==> src/rtl/pipe_io_ctrl_if.sv <==
// pipe_io_ctrl_if: MEM-stage load/store bus between the pipeline and the
// memory-mapped I/O controller.
//   addr   byte address from the MEM stage (bits [1:0] ignored by the device)
//   wdata  store data
//   we     store strobe
//   re     load strobe
//   hit    device claims the address (combinational)
//   rdata  registered read data
//   rvalid one-cycle pulse the cycle after an accepted read
interface pipe_io_ctrl_if #(
    parameter int DATA_W = 32
) ();
    logic [31:0]       addr;
    logic [DATA_W-1:0] wdata;
    logic              we;
    logic              re;
    logic              hit;
    logic [DATA_W-1:0] rdata;
    logic              rvalid;

    modport master (
        output addr, wdata, we, re,
        input  hit, rdata, rvalid
    );

    modport slave (
        input  addr, wdata, we, re,
        output hit, rdata, rvalid
    );
endinterface

==> src/rtl/pipe_io_ctrl.sv <==
// pipe_io_ctrl: memory-mapped I/O controller for the MEM stage.
// Maps NUM_OUT output registers, NUM_IN synchronised input ports, a sticky
// change STATUS (write-1-to-clear), MASK and CTRL (IRQ_EN) into a 256-byte
// window at IO_BASE. Reads return one cycle after the request.
//   clock      rising-edge clock
//   reset      synchronous active-high reset
//   bus        load/store bus (slave side)
//   in_ports   asynchronous inputs, port j = [j*DATA_W +: DATA_W]
//   out_ports  output registers, packed the same way
//   irq        registered interrupt request
module pipe_io_ctrl #(
    parameter int                 DATA_W  = 32,
    parameter int                 NUM_OUT = 3,
    parameter int                 NUM_IN  = 2,
    parameter logic [31:0]        IO_BASE = 32'hFFFF_FF00,
    parameter logic [DATA_W-1:0]  OUT_RST = '0
) (
    input  logic                        clock,
    input  logic                        reset,
    pipe_io_ctrl_if.slave               bus,
    input  logic [NUM_IN*DATA_W-1:0]    in_ports,
    output logic [NUM_OUT*DATA_W-1:0]   out_ports,
    output logic                        irq
);

    // word offsets inside the window
    localparam logic [5:0] OFF_IN     = 6'h10;
    localparam logic [5:0] OFF_STATUS = 6'h20;
    localparam logic [5:0] OFF_MASK   = 6'h21;
    localparam logic [5:0] OFF_CTRL   = 6'h22;

    logic [5:0]               off;
    logic                     wr;
    logic                     rd;
    logic [NUM_IN*DATA_W-1:0] sync1;
    logic [NUM_IN*DATA_W-1:0] sync2;
    logic [NUM_IN*DATA_W-1:0] prev;
    logic [NUM_IN-1:0]        change;
    logic [NUM_IN-1:0]        status;
    logic [NUM_IN-1:0]        status_nxt;
    logic [NUM_IN-1:0]        mask;
    logic                     irq_en;
    logic [DATA_W-1:0]        rd_mux;
    logic                     addr_unused;

    assign addr_unused = ^bus.addr[1:0];

    assign off     = bus.addr[7:2];
    assign bus.hit = (bus.addr[31:8] == IO_BASE[31:8]);
    assign wr      = bus.we & bus.hit;
    assign rd      = bus.re & bus.hit;

    always_comb begin
        change = '0;
        for (int j = 0; j < NUM_IN; j++) begin
            change[j] = (sync2[j*DATA_W +: DATA_W] != prev[j*DATA_W +: DATA_W]);
        end
    end

    // A fresh change wins over a same-cycle W1C of that bit.
    always_comb begin
        status_nxt = change | status;
        if (wr && (off == OFF_STATUS)) begin
            status_nxt = change | (status & ~bus.wdata[NUM_IN-1:0]);
        end
    end

    always_comb begin
        rd_mux = '0;
        for (int i = 0; i < NUM_OUT; i++) begin
            if (off == 6'(i)) begin
                rd_mux = out_ports[i*DATA_W +: DATA_W];
            end
        end
        for (int j = 0; j < NUM_IN; j++) begin
            if (off == (OFF_IN + 6'(j))) begin
                rd_mux = sync2[j*DATA_W +: DATA_W];
            end
        end
        if (off == OFF_STATUS) begin
            for (int j = 0; j < NUM_IN; j++) begin
                rd_mux[j] = status[j];
            end
        end
        if (off == OFF_MASK) begin
            for (int j = 0; j < NUM_IN; j++) begin
                rd_mux[j] = mask[j];
            end
        end
        if (off == OFF_CTRL) begin
            rd_mux[0] = irq_en;
        end
    end

    always_ff @(posedge clock) begin
        if (reset) begin
            out_ports  <= {NUM_OUT{OUT_RST}};
            sync1      <= '0;
            sync2      <= '0;
            prev       <= '0;
            status     <= '0;
            mask       <= '0;
            irq_en     <= 1'b0;
            irq        <= 1'b0;
            bus.rdata  <= '0;
            bus.rvalid <= 1'b0;
        end else begin
            sync1  <= in_ports;
            sync2  <= sync1;
            prev   <= sync2;
            status <= status_nxt;
            irq    <= irq_en & (|(status_nxt & mask));

            bus.rvalid <= rd;
            if (rd) begin
                bus.rdata <= rd_mux;
            end

            if (wr) begin
                for (int i = 0; i < NUM_OUT; i++) begin
                    if (off == 6'(i)) begin
                        out_ports[i*DATA_W +: DATA_W] <= bus.wdata;
                    end
                end
                if (off == OFF_MASK) begin
                    mask <= bus.wdata[NUM_IN-1:0];
                end
                if (off == OFF_CTRL) begin
                    irq_en <= bus.wdata[0];
                end
            end
        end
    end

endmodule

==> src/flat_wrapper.sv <==
// flat-port wrapper written by rule: the top's interface ports become plain ports
module pipe_io_ctrl_flat 
#(
    parameter int                 DATA_W  = 32,
    parameter int                 NUM_OUT = 3,
    parameter int                 NUM_IN  = 2,
    parameter logic [31:0]        IO_BASE = 32'hFFFF_FF00,
    parameter logic [DATA_W-1:0]  OUT_RST = '0
)
  (clock, reset, in_ports, out_ports, irq, bus_addr, bus_wdata, bus_we, bus_re, bus_hit, bus_rdata, bus_rvalid);
  pipe_io_ctrl_if #(.DATA_W(DATA_W)) bus_i ();
  input  logic clock;
  input  logic reset;
  input  logic [NUM_IN*DATA_W-1:0] in_ports;
  output logic [NUM_OUT*DATA_W-1:0] out_ports;
  output logic irq;
  input wire logic [$bits(bus_i.addr)-1:0] bus_addr;
  input wire logic [$bits(bus_i.wdata)-1:0] bus_wdata;
  input wire logic [$bits(bus_i.we)-1:0] bus_we;
  input wire logic [$bits(bus_i.re)-1:0] bus_re;
  output wire logic [$bits(bus_i.hit)-1:0] bus_hit;
  output wire logic [$bits(bus_i.rdata)-1:0] bus_rdata;
  output wire logic [$bits(bus_i.rvalid)-1:0] bus_rvalid;
  assign bus_i.addr = bus_addr;
  assign bus_i.wdata = bus_wdata;
  assign bus_i.we = bus_we;
  assign bus_i.re = bus_re;
  assign bus_hit = bus_i.hit;
  assign bus_rdata = bus_i.rdata;
  assign bus_rvalid = bus_i.rvalid;
  pipe_io_ctrl #(.DATA_W(DATA_W), .NUM_OUT(NUM_OUT), .NUM_IN(NUM_IN), .IO_BASE(IO_BASE), .OUT_RST(OUT_RST)) u_core (.clock(clock), .reset(reset), .bus(bus_i), .in_ports(in_ports), .out_ports(out_ports), .irq(irq));
endmodule
==> config.mk <==
export PLATFORM = sky130hd
export DESIGN_NAME = pipe_io_ctrl_flat
export DESIGN_NICKNAME = d
export VERILOG_FILES = /design/src/rtl/pipe_io_ctrl_if.sv /design/src/rtl/pipe_io_ctrl.sv /design/src/flat_wrapper.sv
export SDC_FILE = /design/constraint.sdc
export NUM_CORES = 1
export LEC_CHECK = 0
export ABC_AREA = 1
export CORE_MARGIN = 2
export CORE_UTILIZATION = 51
export CTS_CLUSTER_SIZE = 40
export DETAILED_ROUTE_END_ITERATION = 12
export HOLD_SLACK_MARGIN = 0.02
export PLACE_DENSITY = 0.8
export RECOVER_POWER = 100
export SLEW_MARGIN = 15
export SYNTH_ARGS = -nofsm -noshare
export SYNTH_HDL_FRONTEND = slang
export SYNTH_SLANG_ARGS = --single-unit
==> constraint.sdc <==
create_clock -name clock -period 1.75 [get_ports clock]
set_input_delay 0.35 -clock clock [delete_from_list [all_inputs] [get_ports clock]]
set_output_delay 0.35 -clock clock [all_outputs]
set_load 0.02 [all_outputs]
Word level (Yosys, flattened, before mapping):

Cells that the tools add are included.
W data, S select, Z words.

* bits in registers: 327
* word-level logic and storage cells: 47

* eq/ne operators: 10
* multiplexer cells: 9
* bitwise logic cells: 8
* reductions and logical operators: 8

Operators by type and width (number)
* $mux W32: 5
* $ne A32 B32 Y1: 2
* $eq A24 B24 Y1 const B: 1
* $eq A6 B6 Y1 const B: 3
* $eq A6 B5 Y1 const B: 2
* $reduce_and A2 Y1: 5
* $eq A6 B1 Y1 const B: 1
* $eq A6 B2 Y1 const B: 1
* $logic_not A6 Y1: 1
* $mux W2: 3
* $and A2 B2 Y2: 2
* $or A2 B2 Y2: 2
* $and A1 B1 Y1: 3
* $not A2 Y2: 1
* $reduce_or A2 Y1: 1
* $logic_and A1 B1 Y1: 1
* $mux W1: 1

Longest topological paths before layout:

* word-level depth: 9
* gate-level depth with buffers: 12
* mapped depth without buffers: 11

Worst setup path after synthesis:

OpenSTA, ideal clock, no wires.

* kind: in2reg
* start: in bus_addr[30]
* end: reg u_core.out_ports[66]
* arrival: 1452 ps
* setup slack: 182 ps
* cell stages on the path: 12
* buffers on the path: 1
* path through: nand2_1 inv_2 nand2_1 nor3_2 nand2_1 inv_2 nand2_2 nor2_8 inv_2 buf_6 nor2_1 nor2_1

* word-level cells in the longest chain between the ends: 3

Ends and longest elaborated chain
* start: declaration: RTL line flat_wrapper.sv:17 `input wire logic [$bits(bus_i.addr)-1:0] bus_addr;`
* $eq A24 B24 Y1: RTL line pipe_io_ctrl.sv:49 `assign bus.hit = (bus.addr[31:8] == IO_BASE[31:8]);`
* net bus_hit: RTL line flat_wrapper.sv:21 `output wire logic [$bits(bus_i.hit)-1:0] bus_hit;`
* $and A1 B1 Y1: RTL line pipe_io_ctrl.sv:50 `assign wr = bus.we & bus.hit;`
* $reduce_and A2 Y1 (no line)
* end signal: assignment: RTL line pipe_io_ctrl.sv:97 `out_ports <= {NUM_OUT{OUT_RST}};`
* end signal: indexed assignment: RTL line pipe_io_ctrl.sv:122 `out_ports[i*DATA_W +: DATA_W] <= bus.wdata;`
* end: declaration: RTL line pipe_io_ctrl.sv:22 `output logic [NUM_OUT*DATA_W-1:0] out_ports,`

The timed path passes the listed nets, and every way through them passes these cells.
A chain may end at the register's enable or synchronous reset.

Final worst setup path:

* start: in bus_addr[23]
* end: out bus_hit

* word-level cells in the longest chain between the ends: 1

Ends and longest elaborated chain (RTL line)
* $eq A24 B24 Y1: pipe_io_ctrl.sv:49
* end: declaration: flat_wrapper.sv:21

No other way between the ends.

==> results.yml <==
power:
  p_leak_nw: 7.81
  powerDensity_nw_per_um2: 954
  swShare_pct: 21.6
  p_sw_mw: 3.34
  seq_power_share_pct: 50.0
  intPower_mw: 12.1
  worst_ir_drop_vdd_mv: 0.731
  power_frac_comb_pct: 5.4
  clockPowerShare_pct: 44.6
global_routing:
  antenna_found_initial: 1
  grt-ovfl-total: 0
  grtUsageTotal_pct: 24.6
  grt_pass1_wl_um: 49000
  grt_pass1_vias: 9865
  grt_max_degree: 99
clocking:
  cts_tree: "built"
  path_clk_slew_ns: 0.07
  worstSkewPairLatency_ns: 0.55
  cts_made_buffers: 31
  hold_buffers: 0
  clock_path_buffers: 3
  clockRootBuffer: "clkbuf_16"
  cts.sinks: 327
  htree_levels: 1
route:
  routed_wl_um: 32200
  ant_nets: 0
  vias_per_cell: 4.89
  via_count: 10300
  drtPass1Iterations: 5
  drtIter0Drc: 680
  drc_errors: 0
  detail_route.wl_per_cell_um: 15.2
setup_path:
  path_class: "in2out"
  path_cells: "dlymetal6s2s_1 -> nand2_1 -> nor2_1 -> nand2_1 -> nor3_1 -> nand2_2 -> inv_2 -> buf_6"
  reg2reg_to: "u_core.irq$_SDFF_PP0_"
  critPathSlowestCell: "nor3_1"
  endpoint: "bus_hit"
  reg2reg_slack_ns: 0.17
  worstPathRequired_ns: 1.40
  crit_fanout: 2
  setup.worst_path.start_class: "input port"
  crit_path_end_kind: "output pin"
  r2r_cells: 11
  worstSetupPathDepth: 8
  crit_path_frequent_cell: "nand2_1"
  cp_slowest_stage_delay_ns: 0.31
  cpLargestDelayFamily: "simple AND/OR/NAND/NOR gates"
  crit_buf_inv: 3
  cp-startpoint: "bus_addr[23]"
  arrival_ns: 1.37
  reg2reg_from: "u_core.sync2[8]$_SDFF_PP0_"
logic_synthesis:
  synth_top_family_by_area: "simple AND/OR/NAND/NOR gates"
  synthSimpleGateAreaFrac_pct: 15.9
  synth-adder-area-share_pct: 0
  synth-seq-cells: 327
  syn_area_um2: 12200
  netlist_instances: 1509
  synth_cell_types: 28
  syn_avg_cell_area_um2: 8.09
  synthXorXnorAreaFrac_pct: 4.09
  synth_compound_area_share_pct: 14.5
  syn_nets: 1641
  yosys-mux-area-fraction_pct: 0
  synth_seq_area_share_pct: 53.7
  yosysWarnings: 0
floorplan:
  ios: 263
  die_area_um2: 25200
  std_cell_rows: 56
  design.core.area_um2: 23500
  start_util_pct: 52.0
  die_h_um: 159
  die_w_um: 159
flow_run:
  cap_viol_max_count: 0
timing:
  min_period_ns: 1.72
  worst_slew_pin_slew_ns: 1.22
  hold_viol: 0
  skew_ns: 0.00780
  relSlewSlack_pct: 18.6
  setup_viol: 0
  fmaxAchievable_ghz: 0.583
  drv_slew: 0
  fin_crit_sh_pct: 98.0
final_layout:
  fin_cells: 2115
  final_area_um2: 16200
  layout.nets: 1904
  drive_above_1_share_pct: 8.08
  area_delta_synth_final_pct: 32.7
hold_path:
  hold_class: "in2reg"
placement:
  gp_congestion: 0.881
  portBuffers: 260
  dp_hpwl_um: 22600
  place_area_um2: 15400
  dp_cells: 2057
outcome:
  outcome: "complete, no violations"
power groups by stage:
stage               Sequential (mW)  Combinational [mW]  Clock (mW)
global placement               7.88               0.831           0
detailed placement             7.89               0.847           0
floorplan                      7.86               0.398           0
global route                   7.74               0.925        7.25
CTS                            7.72               0.859        6.97
finish                         7.73               0.832        6.88
kinds of logic (layout without fill, tap and decap cells):
family	count (synthesis)	after routing
compound gates	267	267
flops	327	327
xor+xnor	57	57
other cells	0	1
buf+inv	359	645
simple gates	499	499
per-layer routing:
layer	vias to the layer above	global-route usage, %	wire [µm]
met2	378	42.5	15300
met1	4724	30.8	13600
met4	0	8.11	772
met3	76	5.14	2470
li1	5163	-	-
met5	-	0	0
worst min path at each step:
| stage | slack (ns) | from | depth (start not counted) | to |
|---|---|---|---|---|
| 5_1_grt | 0.15 | reset | 2 | u_core.sync2[28]$_SDFF_PP0_ |
| 4_1_cts | 0.06 | reset | 2 | u_core.sync2[28]$_SDFF_PP0_ |
| 3_5_place_dp | 0.39 | u_core.sync1[44]$_SDFF_PP0_ | 2 | u_core.sync2[44]$_SDFF_PP0_ |
| 6_report | 0.13 | reset | 2 | u_core.sync2[28]$_SDFF_PP0_ |
| 2_1_floorplan | 0.39 | u_core.sync1[0]$_SDFF_PP0_ | 2 | u_core.sync2[0]$_SDFF_PP0_ |
| 3_3_place_gp | 0.39 | u_core.sync1[33]$_SDFF_PP0_ | 2 | u_core.sync2[33]$_SDFF_PP0_ |
synthesized netlist by cell type:
library cell / number / area, µm²
nand3_1: 4 / 20.0
clkbuf_1: 50 / 188
nor2_4: 1 / 11.3
xnor2_1: 6 / 52.6
nor2_8: 1 / 20.0
nand2_1: 107 / 402
a21oi_1: 76 / 380
nor2_1: 373 / 1400
inv_2: 6 / 22.5
buf_6: 9 / 101
xor2_1: 51 / 447
buf_1: 1 / 3.75
nand4_1: 5 / 31.3
o22ai_1: 30 / 188
clkbuf_2: 1 / 5.00
buf_2: 11 / 55.1
buf_4: 3 / 22.5
nand2_2: 3 / 18.8
o21ai_1: 19 / 95.1
o21ai_0: 48 / 240
o21bai_1: 1 / 7.51
a211oi_2: 40 / 500
nor2_2: 3 / 18.8
inv_1: 278 / 1040
nor3_2: 2 / 20.0
a31oi_1: 30 / 188
a211oi_1: 23 / 173
dfxtp_1: 327 / 6550
through the flow:
step                worst slack [ns]  hold WS [ns]  util [%]  TNS (ns)  power, mW
finish                        0.0342         0.134      69.0         0       15.4
global route                 -0.0375         0.151      69.0    -0.218       15.9
CTS                           -0.105        0.0563      69.3    -0.105       15.6
detailed placement            -0.595         0.394      65.4    -61.35       8.74
global placement              -0.604         0.391      65.4    -59.62       8.71
floorplan                      0.182         0.388         -         0       8.26
registers in the layout, summed over array words and instances, names as in the netlist:
signal             flops
u_core.out_ports      96
u_core.status          2
u_core.bus.rdata      32
u_core.irq             1
u_core.irq_en          1
u_core.sync2          64
u_core.mask            2
u_core.prev           64
u_core.bus.rvalid      1
u_core.sync1          64
area by class of cell:
cell class,count,area [µm²]
Tap cell,319,399
Sequential cell,327,6550
Clock inverter,16,195
Timing Repair Buffer,305,2950
Antenna cell,1,2.50
Clock buffer,40,860
Fill cell,1927,7280
Multi-Input combinational cell,823,4170
Inverter,284,1070
worst reg2reg max path: cells and delay by family, from the launching register on:
| kind | cells | cell delay, ns |
|---|---|---|
| compound gates | 2 | 0.19 |
| buf+inv | 1 | 0.07 |
| flops | 1 | 0.37 |
| simple gates | 8 | 0.85 |
cells in the final DEF (no fill, tap or decap), drive strengths merged:
cell type      count
dlygate4sd2      130
nor2             378
nand2            110
xnor2              6
a31oi             30
dlymetal6s2s      24
nand3              4
buf               39
o21bai             1
dfxtp            327
o22ai             30
clkinv             8
o21ai             67
a21oi             76
bufinv             4
inv              285
clkdlybuf4s50    104
nor3               2
clkbuf            48
clkinvlp           3
nand4              5
a211oi            63
diode              1
xor2              51
what timing repair did:
item / 4_1_cts / 5_1_grt
pin swaps: 1 / 16
buffers inserted: 0 / 1
endpoints found under the setup margin: 133 / 38
resized for setup: 138 / 27
Power figures use the tool's default switching activity.
